File: src/rtl/dm_pkg.sv
// ---------------------------------------------------------------------------
// dm_pkg
// Shared definitions for the data-memory access unit:
//   - DMType access codes, also used by the instruction decoder
//   - access unit state encoding
//   - helpers for the alignment/type check, load extension and store merge
// ---------------------------------------------------------------------------
package dm_pkg;

    localparam logic [2:0] DM_WORD   = 3'b000;
    localparam logic [2:0] DM_HALF   = 3'b001;
    localparam logic [2:0] DM_HALF_U = 3'b010;
    localparam logic [2:0] DM_BYTE   = 3'b011;
    localparam logic [2:0] DM_BYTE_U = 3'b100;

    typedef enum logic [1:0] {
        ST_IDLE = 2'd0,
        ST_LD   = 2'd1,
        ST_RMW  = 2'd2,
        ST_RESP = 2'd3
    } dm_state_t;

    // Misaligned word/half accesses and the unused codes 101..111 are errors.
    function automatic logic access_error(input logic [2:0] dm_type,
                                          input logic [1:0] off);
        logic err;
        case (dm_type)
            DM_WORD:            err = (off != 2'b00);
            DM_HALF, DM_HALF_U: err = off[0];
            DM_BYTE, DM_BYTE_U: err = 1'b0;
            default:            err = 1'b1;
        endcase
        return err;
    endfunction

    // Pick the addressed byte/half out of a RAM word and extend it.
    function automatic logic [31:0] load_extend(input logic [31:0] word,
                                                input logic [2:0]  dm_type,
                                                input logic [1:0]  off);
        logic [7:0]  b;
        logic [15:0] h;
        logic [31:0] r;
        b = word[8*off +: 8];
        h = off[1] ? word[31:16] : word[15:0];
        case (dm_type)
            DM_HALF:   r = {{16{h[15]}}, h};
            DM_HALF_U: r = {16'h0000, h};
            DM_BYTE:   r = {{24{b[7]}}, b};
            DM_BYTE_U: r = {24'h000000, b};
            default:   r = word;
        endcase
        return r;
    endfunction

    // Insert the low byte/half of the store data into the addressed lane,
    // leaving the other lanes of the old word untouched.
    function automatic logic [31:0] store_merge(input logic [31:0] old_word,
                                                input logic [15:0] wdata,
                                                input logic [2:0]  dm_type,
                                                input logic [1:0]  off);
        logic [31:0] r;
        r = old_word;
        case (dm_type)
            DM_BYTE, DM_BYTE_U: r[8*off +: 8] = wdata[7:0];
            DM_HALF, DM_HALF_U: begin
                if (off[1]) r[31:16] = wdata;
                else        r[15:0]  = wdata;
            end
            default: r = old_word;
        endcase
        return r;
    endfunction

endpackage

File: src/rtl/dm_ram.sv
// ---------------------------------------------------------------------------
// dm_ram
// Single-port synchronous word RAM, 2**ADDR_W x 32, one-cycle read latency.
// Contents are not reset.
// Ports:
//   clk  - rising-edge clock
//   we   - write enable for word idx
//   idx  - word index (read and write share it)
//   din  - write data
//   dout - read data for the idx presented on the previous edge
// ---------------------------------------------------------------------------
module dm_ram #(
    parameter int ADDR_W = 7
) (
    input  logic              clk,
    input  logic              we,
    input  logic [ADDR_W-1:0] idx,
    input  logic [31:0]       din,
    output logic [31:0]       dout
);

    logic [31:0] mem [2**ADDR_W];

    // Read returns the word as it was before a same-edge write.
    always_ff @(posedge clk) begin
        if (we) mem[idx] <= din;
        dout <= mem[idx];
    end

endmodule

File: src/rtl/dm_access_unit.sv
// ---------------------------------------------------------------------------
// dm_access_unit
// Data-memory responder for the RISC-V core. Executes word/half/byte loads
// and stores against a word RAM without byte enables; sub-word stores are
// done as read-modify-write, loads are sign- or zero-extended.
// Ports:
//   clk, rstn   - clock, asynchronous active-low reset
//   req_valid   - access request
//   req_ready   - unit idle, request accepted this cycle if req_valid
//   mem_write   - 1 store, 0 load
//   dm_type     - DMType access code
//   addr        - byte address (word index wraps modulo RAM size)
//   wdata       - store data
//   rsp_valid   - one-cycle completion pulse
//   rsp_rdata   - extended load data, 0 for stores and errors
//   rsp_err     - misaligned access or illegal dm_type
// ---------------------------------------------------------------------------
module dm_access_unit
    import dm_pkg::*;
#(
    parameter int ADDR_W = 7
) (
    input  logic        clk,
    input  logic        rstn,
    input  logic        req_valid,
    output logic        req_ready,
    input  logic        mem_write,
    input  logic [2:0]  dm_type,
    input  logic [31:0] addr,
    input  logic [31:0] wdata,
    output logic        rsp_valid,
    output logic [31:0] rsp_rdata,
    output logic        rsp_err
);

    dm_state_t         state;
    dm_state_t         state_next;
    logic              accept;
    logic              acc_err;
    logic              ram_we_raw;
    logic              ram_we;
    logic [ADDR_W-1:0] ram_idx;
    logic [31:0]       ram_din;
    logic [31:0]       ram_dout;

    logic [2:0]        req_type_q;
    logic [1:0]        req_off_q;
    logic [ADDR_W-1:0] req_idx_q;
    logic [15:0]       req_wdata_q;

    logic              unused_addr_hi;
    assign unused_addr_hi = ^addr[31:ADDR_W+2];

    assign acc_err = access_error(dm_type, addr[1:0]);

    // Gate writes while reset is held so an aborted RMW never lands in RAM.
    assign ram_we = ram_we_raw & rstn;

    dm_ram #(.ADDR_W(ADDR_W)) u_ram (
        .clk  (clk),
        .we   (ram_we),
        .idx  (ram_idx),
        .din  (ram_din),
        .dout (ram_dout)
    );

    // State register.
    always_ff @(posedge clk or negedge rstn) begin
        if (!rstn) state <= ST_IDLE;
        else       state <= state_next;
    end

    // Next state, handshake and RAM control. In IDLE the RAM is addressed
    // straight from the request so loads and RMW reads start in the accept
    // cycle; in RMW it uses the captured index and writes the merged word.
    always_comb begin
        state_next = state;
        req_ready  = 1'b0;
        rsp_valid  = 1'b0;
        accept     = 1'b0;
        ram_we_raw = 1'b0;
        ram_idx    = addr[ADDR_W+1:2];
        ram_din    = wdata;
        case (state)
            ST_IDLE: begin
                req_ready = 1'b1;
                if (req_valid) begin
                    accept = 1'b1;
                    if (acc_err) begin
                        state_next = ST_RESP;
                    end else if (!mem_write) begin
                        state_next = ST_LD;
                    end else if (dm_type == DM_WORD) begin
                        ram_we_raw = 1'b1;
                        state_next = ST_RESP;
                    end else begin
                        state_next = ST_RMW;
                    end
                end
            end
            ST_LD: begin
                state_next = ST_RESP;
            end
            ST_RMW: begin
                ram_idx    = req_idx_q;
                ram_din    = store_merge(ram_dout, req_wdata_q, req_type_q, req_off_q);
                ram_we_raw = 1'b1;
                state_next = ST_RESP;
            end
            ST_RESP: begin
                rsp_valid  = 1'b1;
                state_next = ST_IDLE;
            end
            default: state_next = ST_IDLE;
        endcase
    end

    // Request capture and response data. Response registers only change on
    // the edge that enters RESP, so they hold between responses.
    always_ff @(posedge clk or negedge rstn) begin
        if (!rstn) begin
            req_type_q  <= DM_WORD;
            req_off_q   <= 2'b00;
            req_idx_q   <= '0;
            req_wdata_q <= 16'h0000;
            rsp_rdata   <= 32'h0000_0000;
            rsp_err     <= 1'b0;
        end else begin
            if (accept) begin
                req_type_q  <= dm_type;
                req_off_q   <= addr[1:0];
                req_idx_q   <= addr[ADDR_W+1:2];
                req_wdata_q <= wdata[15:0];
                if (acc_err) begin
                    rsp_err   <= 1'b1;
                    rsp_rdata <= 32'h0000_0000;
                end else if (mem_write && dm_type == DM_WORD) begin
                    rsp_err   <= 1'b0;
                    rsp_rdata <= 32'h0000_0000;
                end
            end
            if (state == ST_LD) begin
                rsp_err   <= 1'b0;
                rsp_rdata <= load_extend(ram_dout, req_type_q, req_off_q);
            end
            if (state == ST_RMW) begin
                rsp_err   <= 1'b0;
                rsp_rdata <= 32'h0000_0000;
            end
        end
    end

endmodule

File: config.mk
export PLATFORM = sky130hd
export DESIGN_NAME = dm_access_unit
export DESIGN_NICKNAME = d
export VERILOG_FILES = /design/src/rtl/dm_pkg.sv /design/src/rtl/dm_ram.sv /design/src/rtl/dm_access_unit.sv
export SDC_FILE = /design/constraint.sdc
export NUM_CORES = 2
export LEC_CHECK = 0
export BUFFER_PORTS_ARGS = -buffer_cell sky130_fd_sc_hd__buf_2
export CELL_PAD_IN_SITES_DETAIL_PLACEMENT = 0
export CELL_PAD_IN_SITES_GLOBAL_PLACEMENT = 1
export CORE_AREA = 2 2 480 839
export CTS_BUF_LIST = sky130_fd_sc_hd__clkbuf_8 sky130_fd_sc_hd__clkbuf_16
export CTS_CLUSTER_DIAMETER = 80
export DETAILED_ROUTE_END_ITERATION = 7
export DIE_AREA = 0 0 482 841
export PLACE_DENSITY_LB_ADDON = 0.1
export SKIP_LAST_GASP = 1
export SLEW_MARGIN = 10
export SYNTH_ARGS = -nofsm -noshare
export SYNTH_HDL_FRONTEND = slang
export SYNTH_SLANG_ARGS = --single-unit
File: constraint.sdc
create_clock -name clk -period 13.83 [get_ports clk]
set_clock_uncertainty 0.15 [all_clocks]
set_input_delay 2.0745 -clock clk [delete_from_list [all_inputs] [get_ports clk]]
set_output_delay 2.0745 -clock clk [all_outputs]
set_load 0.02 [all_outputs]
==> metrics.csv <==
metric,value,unit
start_util,0.399,
syn_nets,9861,
synth_seq_cells,4191,
startpoint_type,flop,
worstMarginPinSlew,1340,ps
power.share.combinational,0.249,
worstPathRequired,14580,ps
grt_pass1_wl,834,mm
fillers,34500,
antenna_found_initial,33,
power_density,201,mW/mm²
port_buffers,82,
clock-sinks,4191,
chipHeight,841,µm
postCtsHoldBufs,0,
cts.repair.resized,0,
max_cap_viol_count,0,
yosysWarnings,0,
die_w,482,µm
grt_max_degree,136,
synthArstFlopShare,0.0150,
grt_setup_unrepaired,no,
synth_top_area_share,0.774,
cts_setup_buffers,0,
swShare,0.335,
drtIter0Drc,12600,
period_share,0.469,
p_int,24.2,mW
clk_pin_slew_worst_paths,70,ps
clockBufferDepth,4,
nets,10000,
worstSetupPathType,flop to flop,
fmax,154,MHz
num_vias,101000,
setup_viol,0,
cp_num_buf_inv,6,
ys.flop_type,edfxtp_1,
synth_commonest_cells,"4096 x edfxtp_1, 2000 x o21ai_0, 1028 x a22oi_1",
io_pins,106,
synth.yosys.seq_area_share,0.788,
crit_top_cell,buf_4,
setup_tns,0,ps
gp_congestion,0.805,
placementRows,307,
cp-end-kind,flop,
status,"complete, but fails checks",
power,36.3,mW
synth_area_leader_cell,edfxtp_1,
hp-class,flop to flop,
hold_viol,0,
core,0.399,mm²
slew_viol_final,0,
drt-pass1-iter-count,8,
cp_max_fo,107,
drtAntennaViolNets,0,
clockPowerShare,0.291,
die_area,0.405,mm²
synth_area_per_cell,16.2,µm²
areaGrowthSynthToFinish,13.5,%
post_drt_wl_per_cell,39.8,µm
drc_errors,11,
leakagePower,52.8,nW
cp_top_family,buffers and inverters,
relSlewSlack,0.104,
synth.most_common_cell,edfxtp_1,
cp_cell_sequence,"inv_1, ha_4, buf_4, and4b_4, buf_12, buf_4, buf_4, o21ai_0, and4_1, a31oi_1, o41ai_1, buf_4, nand4_1",
grt_pass1_vias,98900,
ys_types,73,
slowest_delay,790,ps
pwr-share-seq,0.460,
crit_arrival,7240,ps
critPathSlowestCell,a31oi_1,
grt_usage,0.297,
layout-drive-gt1-share,0.132,
numCtsBuffers,389,
root_buffer,clkbuf_16,
synth_edf_count,4096,
dp_hpwl,320,mm
synth_area,0.159,mm²
clkLatencyLatePin,960,ps
syn_inst,9781,
wirelength,617,mm
cts_tree,yes,
p_sw,12.2,mW
overflow,0,
ys_top_cells_by_area,"edfxtp_1 77%, o21ai_0 6.3%, a22oi_1 4.9%",
htree_levels,5,
ir_worst_vdd,0.188,mV
violations,design-rule violations,
via_per_inst,6.49,
min_period,6480,ps
-- worst paths after layout --
check                               from       endpoint  slack (ps)  cells after the start
max                             state[0]  u_ram.dout[3]        7350                     13
min                        rsp_rdata[25]  rsp_rdata[25]         320                      2
max reg2reg                     state[0]  u_ram.dout[3]        7350                     13
min reg2reg                rsp_rdata[25]  rsp_rdata[25]         320                      2
max in group asynchronous           rstn  rsp_rdata[27]       11580                      3
min in group asynchronous           rstn        rsp_err         960                      2
-- kinds of logic (layout without fill, tap and decap cells) --
logic type / after synthesis / in the layout / share of synthesized area
flops: 4191 / 4191 / 0.788
compound gates: 3833 / 3833 / 0.146
simple gates: 858 / 858 / 0.0380
buf+inv: 815 / 1260 / 0.0218
mux: 74 / 74 / 0.00553
fa+ha+maj: 9 / 9 / 0.000709
xor+xnor: 1 / 1 / 0.0000551
other cells: 0 / 18 / 0
-- state kept, by name (all words and copies together) (netlist names) --
register and cells:
req_off_q 2, req_type_q 3, rsp_rdata 32, u_ram.dout 32, req_wdata_q 16, rsp_err 1, req_idx_q 7, state 2
u_ram.mem 4096
-- worst register-to-register path, delay by kind of cell (launching register included) --
kind                     cells  cell delay, ps
AO/OA/AOI/OAI                3            1250
adder cells (fa/ha/maj)      1             310
buffers and inverters        6            3170
flip-flops                   1             410
AND/OR/NAND/NOR              3            1160
-- layer usage --
| metal | part of all wire | vias to the layer above | track usage |
|---|---|---|---|
| met5 | 0.00019 | - | 0 |
| met2 | 0.49 | 5114 | 0.505 |
| met4 | 0.061 | 16 | 0.154 |
| met1 | 0.37 | 53900 | 0.366 |
| met3 | 0.073 | 1148 | 0.0437 |
| li1 | - | 40400 | - |
-- power by group through the flow --
stage	sequential (mW)	combinational, mW	clock (mW)
floorplan	17.3	4.14	0
global placement	16.9	8.79	0
detailed placement	17.0	8.96	0
CTS	16.7	8.97	10.7
global route	16.7	9.38	11.2
finish	16.7	9.04	10.6
-- final cells by class --
class	instances	area (µm²)	area share
clock buffer	403	10000	0.0556
timing repair buffer	547	4230	0.0235
inverter	25	93.8	0.000520
multi-input combinational	4775	32100	0.178
sequential	4191	125000	0.694
antenna	18	45.0	0.000250
tap	5253	6570	0.0364
clock inverter	285	2130	0.0118
-- metrics by stage --
stage	instances	area, µm²	hold WS, ps	setup WS (ps)	utilization
final	15500	180000	324	7350	0.453
after global routing	15500	180000	348	7390	0.452
after CTS	15500	180000	331	7490	0.452
after detailed placement	14800	168000	316	6840	0.422
after global placement	14800	168000	311	6820	0.422
after floorplan	9781	159000	350	7220	-
-- placed cells by master, fill, tap and decap left out, types with 9 or more instances in the layout --
master     count
nor2_4       128
o21ai_1       43
nand2_1       81
o22ai_1       17
buf_2         82
o41ai_1       80
a21oi_1        9
dfrtp_1       63
dfxtp_1       32
a22oi_1     1028
mux2i_1       35
a21oi_4       32
mux2_2        30
and4_1       498
nand4_1       32
a31oi_1      505
inv_1        121
o41ai_2       45
clkbuf_16    399
diode_2       18
buf_4        439
o21ai_0     2000
edfxtp_1    4096
nor2_1        61
clkinv_1      78
a222oi_1      27
clkinv_2      57
bufinv_16     31
buf_12        25
(Power assumes the default switching activity.)
